$ cat src/rtl/regfile_scoreboard.sv
// Integer register file: two combinational read ports, one write port, write-to-read bypass,
// per-register pending bits, and a sequential clear engine that zeroes the array.
module regfile_scoreboard #(
  parameter int unsigned XLEN     = 32,
  parameter int unsigned ADDR_W   = 5,
  parameter int unsigned ZERO_REG = 1
) (
  input  logic              clk,
  input  logic              rst,
  input  logic              clear_req,
  output logic              clear_busy,
  input  logic              wr_en,
  input  logic [ADDR_W-1:0] rd,
  input  logic [XLEN-1:0]   rd_value,
  input  logic              issue_en,
  input  logic [ADDR_W-1:0] issue_rd,
  input  logic [ADDR_W-1:0] rs1,
  output logic [XLEN-1:0]   rs1_value,
  output logic              rs1_pending,
  input  logic [ADDR_W-1:0] rs2,
  output logic [XLEN-1:0]   rs2_value,
  output logic              rs2_pending
);

  localparam int unsigned       NRegs   = 1 << ADDR_W;
  localparam bit                ZeroEn  = (ZERO_REG != 0);
  localparam logic [ADDR_W-1:0] LastIdx = ADDR_W'(NRegs - 1);

  typedef enum logic [0:0] {StClear, StIdle} state_e;

  state_e            state_q;
  logic [ADDR_W-1:0] clr_idx_q;
  logic              clear_busy_q;
  logic [NRegs-1:0]  pending_q;
  logic [XLEN-1:0]   regs_q [NRegs];

  logic idle;
  logic wr_qual;
  logic issue_qual;

  assign idle       = (state_q == StIdle);
  assign wr_qual    = idle && wr_en && !(ZeroEn && (rd == '0));
  assign issue_qual = idle && issue_en && !(ZeroEn && (issue_rd == '0));
  assign clear_busy = clear_busy_q;

  // Clear engine; idx wraps to 0 naturally after the last entry.
  always_ff @(posedge clk or posedge rst) begin
    if (rst) begin
      state_q      <= StClear;
      clr_idx_q    <= '0;
      clear_busy_q <= 1'b1;
    end else begin
      unique case (state_q)
        StClear: begin
          clr_idx_q <= clr_idx_q + ADDR_W'(1);
          if (clr_idx_q == LastIdx) begin
            state_q      <= StIdle;
            clear_busy_q <= 1'b0;
          end
        end
        StIdle: begin
          if (clear_req) begin
            state_q      <= StClear;
            clr_idx_q    <= '0;
            clear_busy_q <= 1'b1;
          end
        end
        default: begin
          state_q      <= StClear;
          clr_idx_q    <= '0;
          clear_busy_q <= 1'b1;
        end
      endcase
    end
  end

  // Issue is applied after the write so a same-edge issue leaves the entry pending.
  always_ff @(posedge clk or posedge rst) begin
    if (rst) begin
      pending_q <= '0;
    end else if (idle) begin
      if (clear_req) begin
        pending_q <= '0;
      end else begin
        if (wr_qual) begin
          pending_q[rd] <= 1'b0;
        end
        if (issue_qual) begin
          pending_q[issue_rd] <= 1'b1;
        end
      end
    end
  end

  // Array has no reset; the clear engine zeroes it one entry per cycle.
  always_ff @(posedge clk) begin
    if (state_q == StClear) begin
      regs_q[clr_idx_q] <= '0;
    end else if (wr_qual) begin
      regs_q[rd] <= rd_value;
    end
  end

  always_comb begin
    rs1_value   = '0;
    rs1_pending = 1'b0;
    if (idle && !(ZeroEn && (rs1 == '0))) begin
      if (wr_qual && (rd == rs1)) begin
        rs1_value = rd_value;
      end else begin
        rs1_value   = regs_q[rs1];
        rs1_pending = pending_q[rs1];
      end
    end
  end

  always_comb begin
    rs2_value   = '0;
    rs2_pending = 1'b0;
    if (idle && !(ZeroEn && (rs2 == '0))) begin
      if (wr_qual && (rd == rs2)) begin
        rs2_value = rd_value;
      end else begin
        rs2_value   = regs_q[rs2];
        rs2_pending = pending_q[rs2];
      end
    end
  end

endmodule

$ cat config.mk
export PLATFORM = sky130hd
export DESIGN_NAME = regfile_scoreboard
export DESIGN_NICKNAME = d
export VERILOG_FILES = /design/src/rtl/regfile_scoreboard.sv
export SDC_FILE = /design/constraint.sdc
export NUM_CORES = 1
export LEC_CHECK = 0
export CORE_MARGIN = 3
export CORE_UTILIZATION = 45
export DETAILED_ROUTE_END_ITERATION = 16
export SYNTH_ARGS = -nofsm -noshare
export SYNTH_HDL_FRONTEND = slang
export SYNTH_SLANG_ARGS = --single-unit
$ cat constraint.sdc
create_clock -name clk -period 4.7 [get_ports clk]
set_input_delay 0.705 -clock clk [delete_from_list [all_inputs] [get_ports clk]]
set_output_delay 0.705 -clock clk [all_outputs]
set_load 0.01 [all_outputs]
==> results of run 1 <==
tightest hold or removal path: stages:
cell	delay, ps
sky130_fd_sc_hd__clkdlybuf4s50_1	390
sky130_fd_sc_hd__inv_1	50
sky130_fd_sc_hd__buf_4	450
registers in the layout (all words and copies together) (netlist names):
register / count
regs_q: 1024
pending_q: 32
clr_idx_q: 5
clear_busy: 1
idle: 1
placed cells by master, fill, tap and decap left out, types with 10 or more instances in the layout:
cell type / n
sky130_fd_sc_hd__edfxtp_1: 1024
sky130_fd_sc_hd__mux4_2: 532
sky130_fd_sc_hd__buf_4: 157
sky130_fd_sc_hd__clkdlybuf4s50_1: 115
sky130_fd_sc_hd__clkbuf_16: 113
sky130_fd_sc_hd__nand2_1: 96
sky130_fd_sc_hd__mux2i_1: 96
sky130_fd_sc_hd__a21oi_1: 88
sky130_fd_sc_hd__o21ai_0: 65
sky130_fd_sc_hd__nor3_1: 45
sky130_fd_sc_hd__buf_12: 43
sky130_fd_sc_hd__nor2b_1: 41
sky130_fd_sc_hd__dfrtp_1: 38
sky130_fd_sc_hd__o22ai_1: 35
sky130_fd_sc_hd__a22oi_1: 35
sky130_fd_sc_hd__o211ai_1: 33
sky130_fd_sc_hd__and2_1: 33
sky130_fd_sc_hd__clkbuf_1: 33
sky130_fd_sc_hd__mux2_2: 32
sky130_fd_sc_hd__nor2_4: 31
sky130_fd_sc_hd__a221o_1: 31
sky130_fd_sc_hd__o22a_1: 30
sky130_fd_sc_hd__o221ai_1: 30
sky130_fd_sc_hd__a211oi_1: 21
sky130_fd_sc_hd__clkinv_1: 21
sky130_fd_sc_hd__nor2_1: 20
sky130_fd_sc_hd__clkinv_2: 19
sky130_fd_sc_hd__inv_1: 10
sky130_fd_sc_hd__a211oi_2: 10
sky130_fd_sc_hd__a31oi_1: 10
final timing paths:
kind	end	startpoint
max	rs1_value[14]	idle
min	idle	rst
max reg2reg	regs_q[8][14]	idle
min reg2reg	clear_busy	clear_busy
max in group asynchronous	pending_q[8]	rst
min in group clk	clear_busy	clear_busy
routing by layer:
metal,track usage,up-vias,routed length [µm]
met4,0.1006,0,5996
met3,0.04886,303,13940
met2,0.4464,1652,78640
met5,0,-,0
li1,-,12030,-
met1,0.3822,16570,63410
logic make-up after synthesis:
group                      Yosys count  synth area share
muxes                              660            0.2623
DFF                               1063            0.6256
xor gates and xnor gates            12          0.002072
AOI/OAI and AO/OA                  406           0.05630
and+or+nand+nor                    314           0.03077
buffers and inverters              244           0.02243
adders and majority gates            2         0.0004934
cell type report:
type / instances / share of cell area
Inverter: 11 / 0.0007064
Clock inverter: 53 / 0.007278
Clock buffer: 149 / 0.05120
Sequential cell: 1063 / 0.5428
Timing Repair Buffer: 321 / 0.05608
Tap cell: 1488 / 0.03185
Multi-Input combinational cell: 1394 / 0.3101
through the flow:
step	util	hold slack (ps)	setup slack [ps]	area, µm²	instances
6_report	0.5253	454.5	252.1	58450	4479
2_1_floorplan	-	459.3	144.1	50710	2701
5_1_grt	0.5253	497.9	153.7	58450	4479
4_1_cts	0.5253	427.0	269.7	58450	4479
3_5_place_dp	0.4946	492.0	303.5	55040	4277
3_3_place_gp	0.4946	480.0	386.9	55040	4277
power by group through the flow:
stage	Sequential (mW)	Combinational (mW)	Clock [mW]
global placement	12.2	4.91	0
CTS	12.1	4.95	8.53
finish	12.2	4.96	8.40
detailed placement	12.3	4.94	0
global route	12.2	5.14	8.93
floorplan	12.2	2.66	0
==> metrics, run 1 <==
sequential area share after synthesis 0.6256; count of buffer and inverter cells on the critical path 3; family with the most delay on the worst path buffers and inverters; Syn Std Cell Area 50710 µm²; post-synthesis to final-layout area growth 15.26%; syn avg cell area 18.78 µm²; post-route minimum period 4448 ps; number of remaining DRC errors 0; detailed placer's ending HPWL 98470 µm; clk_skew 30.44 ps; cell count after synthesis 2701; share of layout cells above drive strength 1 0.3266; maximum number of pins on one net before global-route repair 69; Leak Pwr 18.85 nW; first-iteration detailed-routing DRC count 3601; path category of the worst min-delay check in -> async; largest fanout of any net on the critical path 23; initial antenna violation count 5; share of synthesized flip-flops with an asynchronous set or reset 0.03669; most area-consuming cells after synthesis sky130_fd_sc_hd__edfxtp_1 (61%), sky130_fd_sc_hd__mux4_2 (24%), sky130_fd_sc_hd__mux2i_1 (1.9%); number of CTS-inserted buffers 111; maximum clock path buffer count 3; aggregate negative setup slack 0 ps; number of nets produced by synthesis 2760; cell with the biggest individual delay on the critical path sky130_fd_sc_hd__and4_4; total of flip-flops plus latches after synthesis 1063; relative contribution of sequential cells to total power 0.476; vertical die dimension 341.7 µm; H-Tree Depth 3; ratio of routed vias to standard cells 6.821; final routed wirelength across all metal layers 162000 µm; critical path data required time 3990 ps; maximum ir drop on the vdd rail 304.6 µV; kind of capture point of the worst setup path primary output; FF+latch area 31730 µm²; Power Dens Cells 436.7 nW/µm²; Worst Path Class, Setup reg -> out; most frequent cell on the critical path sky130_fd_sc_hd__buf_4; remaining number of nets flagged by the antenna check after routing 0; Yosys cell types 61; area occupied by multi-input gates 18130 µm²; hold-fix buffer count after cts 0; pins over their slew limit 0; number of enable flip-flop cells after synthesis 1024; part of the power in combinational logic 0.194; average wire per cell in the routed design 36.16 µm; list of cells traversed by the critical path buf_4, nand2_1, a31oi_4, and4_4, nor2_4, buf_4, a221o_1, clkdlybuf4s50_1; number of primary I/O pins 124; Std-Cell Rows 122; slew at the pin with the worst max-slew slack 1174 ps; total number of vias 30550; first-pass GRT wire length 229700 µm; switching part of the total 0.2809; clock tree from TritonCTS built; area enclosed by the die boundary 116800 µm²; First-pass DRT Iterations 6; Sw Pwr 7.170 mW; share of Yosys cell area claimed by the top area cell type 0.6064; maximum cell stage delay along the critical path 520 ps; total internal power 18.36 mW; post-synthesis cell type with the largest combined area sky130_fd_sc_hd__edfxtp_1; number of global-route vias before repair 31180; floorplan core area 111300 µm²; number of fill cells 8706; buffers added on ports 123; routability cong. 0.9173; clock latency on the worst-skew pair 690 ps; total power draw 25.53 mW; status finished clean; Slew HR 0.2116; top post-synthesis cells by count sky130_fd_sc_hd__edfxtp_1 (1024), sky130_fd_sc_hd__mux4_2 (532), sky130_fd_sc_hd__clkbuf_1 (101); Most used DFF post-synth sky130_fd_sc_hd__edfxtp_1; arrival time worst endpoint 3740 ps; clock network fraction of design power 0.329; All-Layer GR Usage 0.2772; PostCTS Resize Cnt 0; Setup Buffers After CTS 0; width of the die 341.7 µm; element type at the critical path start flip-flop; Ant. Diodes 0; total overflow reported by the global router 0; Yosys warning total 0; fin crit share 0.9464; setup repair after global routing missed its margin false; final-report setup violation count 0; achievable clock frequency 0.2248 GHz; starting density of the core 0.4557; total count of hold-check failures in the final report 0; cell at the root of the clock tree sky130_fd_sc_hd__clkbuf_16; clock transition at the registers of the reported paths 60 ps; Register-to-Register Path Depth 8; TritonCTS sink count 1063; most common cell in the synthesized netlist sky130_fd_sc_hd__edfxtp_1; number of cells on the critical path 8; MaxCap Viol Count 0; flop2flop setup slack 1130 ps; Final #Nets 2961
Power figures use the tool's default switching activity.
==> run 2: changes to the inputs <==
--- a/config.mk
+++ b/config.mk
@@ -5,9 +5,9 @@
 export SDC_FILE = /design/constraint.sdc
 export NUM_CORES = 1
 export LEC_CHECK = 0
-export CORE_MARGIN = 3
 export CORE_UTILIZATION = 45
 export DETAILED_ROUTE_END_ITERATION = 16
+export SLEW_MARGIN = 30
 export SYNTH_ARGS = -nofsm -noshare
 export SYNTH_HDL_FRONTEND = slang
 export SYNTH_SLANG_ARGS = --single-unit
==> run 2 against run 1 <==
Net effect: die area fell by 2.3%; hold slack worse by 210 ps; power rose by 2.9%; sequential power barely moved; combinational power barely moved; sequential share of layout area is 0.32 points lower; largest power group unchanged; design area increased by 0.60%; critical path depth up 1; wire length shrank 1.6%; clock power grew 9.3%; critical path type is now in -> out.
==> metrics, run 2 (synthesis gave the netlist of run 1 again) <==
area of placed instances 54970 µm² (was 55040 µm²); leading registers by flop count regs_q (1024), pending_q (32), clr_idx_q (5) (unchanged); area enclosed by the die boundary 114000 µm² (was 116800 µm²); number of global-route vias before repair 31320 (was 31180); number of remaining DRC errors 0 (unchanged); pins over their slew limit 0 (unchanged); number of fill cells 8790 (was 8706); slew at the pin with the worst max-slew slack 1017 ps (was 1174 ps); cell with the biggest individual delay on the critical path sky130_fd_sc_hd__and3_2 (was sky130_fd_sc_hd__and4_4); width of the die 337.7 µm (was 341.7 µm); maximum clock path buffer count 3 (unchanged); Setup Buffers After CTS 0 (unchanged); aggregate negative setup slack 0 ps (unchanged); H-Tree Depth 3 (unchanged); status finished clean (unchanged); element type at the critical path start primary input (was flip-flop); MaxCap Viol Count 0 (unchanged); Non-Filler Cell Area, Final 58810 µm² (was 58450 µm²); largest fanout of any net on the critical path 19 (was 23); area occupied by multi-input gates 18190 µm² (was 18130 µm²); routability cong. 0.9131 (was 0.9173); clock latency on the worst-skew pair 700 ps (was 690 ps); list of cells traversed by the critical path clkdlybuf4s50_1, buf_4, xor2_1, nor2_1, and3_2, buf_4, a22oi_1, nand2_1, clkdlybuf4s50_1 (was buf_4, nand2_1, a31oi_4, and4_4, nor2_4, buf_4, a221o_1, clkdlybuf4s50_1); total count of hold-check failures in the final report 0 (unchanged); total number of vias 30160 (was 30550); fin crit share 0.9777 (was 0.9464); All-Layer GR Usage 0.2833 (was 0.2772); TritonCTS sink count 1063 (unchanged); final-report setup violation count 0 (unchanged); critical path data required time 3990 ps (about the same); final worst setup slack 104.8 ps (was 252.1 ps); hold-fix buffer count after cts 0 (unchanged); post-route minimum period 4595 ps (was 4448 ps); buffers added on ports 123 (unchanged); Power Dens Cells 446.5 nW/µm² (was 436.7 nW/µm²); PostCTS Resize Cnt 0 (unchanged); Worst Path Class, Setup in -> out (was reg -> out); number of CTS-inserted buffers 113 (was 111); clock transition at the registers of the reported paths 50 ps (was 60 ps); clock tree from TritonCTS built (unchanged); first-pass GRT wire length 227100 µm (was 229700 µm); ratio of routed vias to standard cells 6.785 (was 6.821); average wire per cell in the routed design 35.88 µm (was 36.16 µm); flop2flop setup slack 1500 ps (was 1130 ps); Slew HR 0.3187 (was 0.2116); Biggest register regs_q (unchanged); achievable clock frequency 0.2176 GHz (was 0.2248 GHz); leading cell types in the layout, fill and taps excluded sky130_fd_sc_hd__edfxtp_1 (1024), sky130_fd_sc_hd__mux4_2 (532), sky130_fd_sc_hd__clkbuf_16 (115), sky130_fd_sc_hd__clkdlybuf4s50_1 (115) (was sky130_fd_sc_hd__edfxtp_1 (1024), sky130_fd_sc_hd__mux4_2 (532), sky130_fd_sc_hd__buf_4 (157)); number of primary I/O pins 124 (unchanged); initial antenna violation count 5 (unchanged); remaining number of nets flagged by the antenna check after routing 0 (unchanged); final routed wirelength across all metal layers 159500 µm (was 162000 µm); vertical die dimension 337.7 µm (was 341.7 µm); kind of capture point of the worst setup path primary output (unchanged); path category of the worst min-delay check in -> async (unchanged); first-iteration detailed-routing DRC count 3652 (was 3601); FF+latch area 31730 µm² (unchanged); core occupancy in the finished layout 0.5292 (was 0.5253); setup repair after global routing missed its margin false (unchanged); maximum ir drop on the vdd rail 326.1 µV (was 304.6 µV); maximum cell stage delay along the critical path 710 ps (was 520 ps); tightest hold margin 243.7 ps (was 454.5 ps); maximum number of pins on one net before global-route repair 75 (was 69); starting density of the core 0.4563 (was 0.4557); post-synthesis to final-layout area growth 15.96% (was 15.26%); floorplan core area 111100 µm² (was 111300 µm²); arrival time worst endpoint 3890 ps (was 3740 ps); First-pass DRT Iterations 6 (unchanged); Final #Nets 2916 (was 2961); detailed placer's ending HPWL 90050 µm (was 98470 µm); cell at the root of the clock tree sky130_fd_sc_hd__clkbuf_16 (unchanged); Leak Pwr 18.86 nW (was 18.85 nW); total overflow reported by the global router 0 (unchanged); Std-Cell Rows 122 (unchanged); share of layout cells above drive strength 1 0.3343 (was 0.3266); Post-Place Setup Slack 148.5 ps (was 303.5 ps); most frequent standard cell in the layout excluding fill and tap cells sky130_fd_sc_hd__edfxtp_1 (unchanged); number of flip-flops under the largest register name 1024 (unchanged); clk_skew 32.52 ps (was 30.44 ps)
## run 2: cell count changes in the layout (fill, tap and decap cells not counted), moves of 3 or more
cell and delta:
sky130_fd_sc_hd__bufinv_16 +10, sky130_fd_sc_hd__clkinv_2 +10, sky130_fd_sc_hd__a31oi_2 +3, sky130_fd_sc_hd__clkinvlp_4 +5, sky130_fd_sc_hd__clkbuf_1 -15, sky130_fd_sc_hd__buf_12 +21
sky130_fd_sc_hd__and2_1 -27, sky130_fd_sc_hd__clkbuf_8 -3, sky130_fd_sc_hd__buf_4 -68, sky130_fd_sc_hd__a31oi_1 -3, sky130_fd_sc_hd__and2_2 +27
## run 2: worst paths after layout
path	startpoint	endpoint	depth (start not counted)
max	rd[4]	rs2_value[26]	9
min	rst	clr_idx_q[2]	2
max reg2reg	idle	regs_q[8][21]	5
min reg2reg	clear_busy	clear_busy	2
max in group asynchronous	rst	pending_q[8]	3
min in group clk	clear_busy	clear_busy	2
## run 2: power breakdown
| part | internal (mW) | switching [mW] | leakage, nW |
|---|---|---|---|
| sequential | 11.7 | 0.460 | 10.0 |
| combinational | 1.90 | 3.03 | 6.99 |
| clock | 5.36 | 3.82 | 1.86 |
## run 2: stage by stage
step | cells | total power, mW
2_1_floorplan | 2701 | 14.84
3_3_place_gp | 4230 | 17.07
3_5_place_dp | 4230 | 17.25
4_1_cts | 4443 | 26.36
5_1_grt | 4443 | 26.98
6_report | 4445 | 26.26
## run 2: final cells by class
class                      count  area share
inverter                      11   0.0007021
tap                         1488     0.03166
clock inverter                80     0.01447
antenna                        2  0.00008511
clock buffer                 133     0.05009
timing repair buffer         274     0.05421
sequential                  1063      0.5395
multi-input combinational   1394      0.3093
## run 2: metal layers
layer / wire, µm / share of wire / vias up / track usage
li1: - / - / 11960 / -
met1: 62360 / 0.39 / 16420 / 0.3837
met2: 79350 / 0.50 / 1520 / 0.4686
met3: 13000 / 0.082 / 264 / 0.04904
met4: 4758 / 0.030 / 0 / 0.08848
met5: 0 / 0 / - / 0
## run 2: worst max-delay path, delay by kind of cell
kind / cells / cell delay [ps]
simple gates: 3 / 1180
buf+inv: 4 / 1690
compound gates: 1 / 140
xor+xnor: 1 / 150
==> edit (config.mk and constraints of run 1) <==
Change the parameter `ZERO_REG` from 1 to 0.
--- a/src/rtl/regfile_scoreboard.sv
+++ b/src/rtl/regfile_scoreboard.sv
@@ -3,7 +3,7 @@
 module regfile_scoreboard #(
   parameter int unsigned XLEN     = 32,
   parameter int unsigned ADDR_W   = 5,
-  parameter int unsigned ZERO_REG = 1
+  parameter int unsigned ZERO_REG = 0
 ) (
   input  logic              clk,
   input  logic              rst,
Function: no difference found for any inputs over 4 cycles, from zero or initial values and one cycle with rst high; that may be too few to reach the edited logic, so the function may still have changed.
==> edit against run 1 <==
  * Total power is 0.44% lower
  * Design area is 0.25% lower
  * Register-to-register slack better by 320 ps
  * Wire length rose by 1.5%
  * Core utilization hardly changed
  * Worst setup slack improved by 140 ps
  * Sequential cell count unchanged
  * Critical endpoint is now rs1_value[16]
  * Area after synthesis down 0.55%
==> edit: results (changes against run 1) <==
status: finished clean
Routability Congestion: 0.867 (-5.5%)
R2R Setup Slk: 1450 ps (+320 ps)
largest net degree at the start of global routing: 51 (-26%)
EDFF count, synth: 1024 (unchanged)
R2R Path End: regs_q[22][3]$_DFFE_PP_
first-pass GRT wire length: 232000 um (+0.92%)
Layout fillers: 8715 (+0.10%)
post-place setup slack: 365 ps (+61.3 ps)
dpl hpwl: 100000 um (+1.9%)
ranking of synthesized cells by area: edfxtp_1 61%, mux4_2 23%, mux2i_1 4.0%, dfrtp_1 1.9%, a22oi_1 1.7%
Yosys warnings: 0 (unchanged)
max_slew headroom: 0.175 (-0.0366)
starting DRC count in detailed routing: 4162 (+16%)
Net Count, Synth: 2704 (-2.0%)
vias in the first global route: 30800 (-1.1%)
# DRC: 0 (unchanged)
Final Hold Slack: 467 ps (+12.1 ps)
# H-tree levels: 3 (unchanged)
worst hold path class: input pin to asynchronous set/reset pin
clock tree buffer depth: 3 (unchanged)
Max IR drop VDD: 0.000298 V (-2.2%)
area of the multi-input gates: 17900 um^2 (-1.3%)
number of buffers added for setup after CTS: 0 (unchanged)
Top Registers: regs_q: 1024 flops, pending_q: 32 flops, clr_idx_q: 5 flops
Max Cap Viol: 0 (unchanged)
top post-synthesis cells by count: 1024 x edfxtp_1, 522 x mux4_2, 200 x mux2i_1
CTS buffer count: 111 (unchanged)
Finished Layout Cells: 4453 (-0.58%)
CTS clk-pin slew, worst paths: 50 ps
Final nets: 2934 (-0.91%)
PortBufs: 123 (unchanged)
Clk Latency, worst-skew pair: 700 ps
Mean Syn Cell Area: 19.1 um^2 (+1.6%)
clock root buffer: clkbuf_16
initial antenna violation count: 8 (+3)
per-cell routed wire length: 36.9 um (+2.1%)
largest fanout on the critical path: 37 (+61%)
clk_skew: 25.4 ps (-5.04 ps)
placed cell areas: 54900 um^2 (-0.30%)
worst endpoint data arrival time: 3600 ps (-140 ps)
Seq/Total Area, Yosys: 0.629 (+0.00345)
layout cells sized above 1: 0.321 (-0.00524)
asr flop ratio synth: 0.0367 (unchanged)
vias per cell: 6.89 (+1.0%)
Netlist cell types: 52 (-15%)
DR pass1 iterations: 5 (-1)
post_cts resized: 0 (unchanged)
Total Routing Usage GR: 0.282 (+0.00464)
RR Startpoint: idle$_DFF_PP0_
Post-Place Cells: 4250 (-0.63%)
number of routed nets with antenna violations: 0 (unchanged)
reg2reg path depth: 6 (-2)
leakage: 19.2 nW (+2.1%)
==> edit: final cells by class <==
cell class / count / share of cell area
clock inverter: 69 / 0.00948
tap: 1488 / 0.0319
timing repair buffer: 334 / 0.0578
antenna: 3 / 0.000129
sequential: 1063 / 0.544
inverter: 4 / 0.000258
clock buffer: 131 / 0.0493
multi-input combinational: 1361 / 0.307
==> edit: critical path, cell delays in order <==
cell             delay [ps]
buf_8                   330
buf_12                  340
buf_4                   220
mux4_2                  290
a2111oi_0               510
nand2_1                 270
a32o_1                  340
clkdlybuf4s50_1         480
==> edit: power by group <==
group,internal [mW],switching (mW)
clock,4.77,3.66
sequential,11.7,0.467
combinational,1.75,3.09
total,18.2,7.21
==> edit: logic make-up after synthesis <==
logic type | count (synthesis) | synth area share
AND/OR/NAND/NOR | 284 | 0.0263
AO/OA/AOI/OAI | 339 | 0.0463
adder cells (fa/ha/maj) | 2 | 0.000496
flip-flops | 1063 | 0.629
buffers and inverters | 221 | 0.0225
XOR/XNOR | 12 | 0.00208
multiplexers | 724 | 0.273
==> edit: metal layers <==
layer,wire length (um),GRT usage,part of all wire,vias up
li1,-,-,-,11800
met1,64700,0.402,0.39,16500
met2,76100,0.435,0.46,2067
met3,18800,0.0681,0.11,303
met4,4880,0.0826,0.030,0
met5,0,0,0,-
==> edit: how the worst max path moves through the flow <==
| stage | endpoint | slack (ps) | from | cells past startpoint |
|---|---|---|---|---|
| after floorplan | regs_q[0][0]$_DFFE_PP_ | 1240 | wr_en | 5 |
| after global placement | rs1_value[16] | 390 | rs1[0] | 7 |
| after detailed placement | rs1_value[22] | 360 | rs1[1] | 9 |
| after CTS | rs1_value[22] | 370 | rs1[1] | 9 |
| after global routing | rs1_value[22] | 260 | rs1[1] | 9 |
| final | rs1_value[16] | 390 | rs1[1] | 8 |
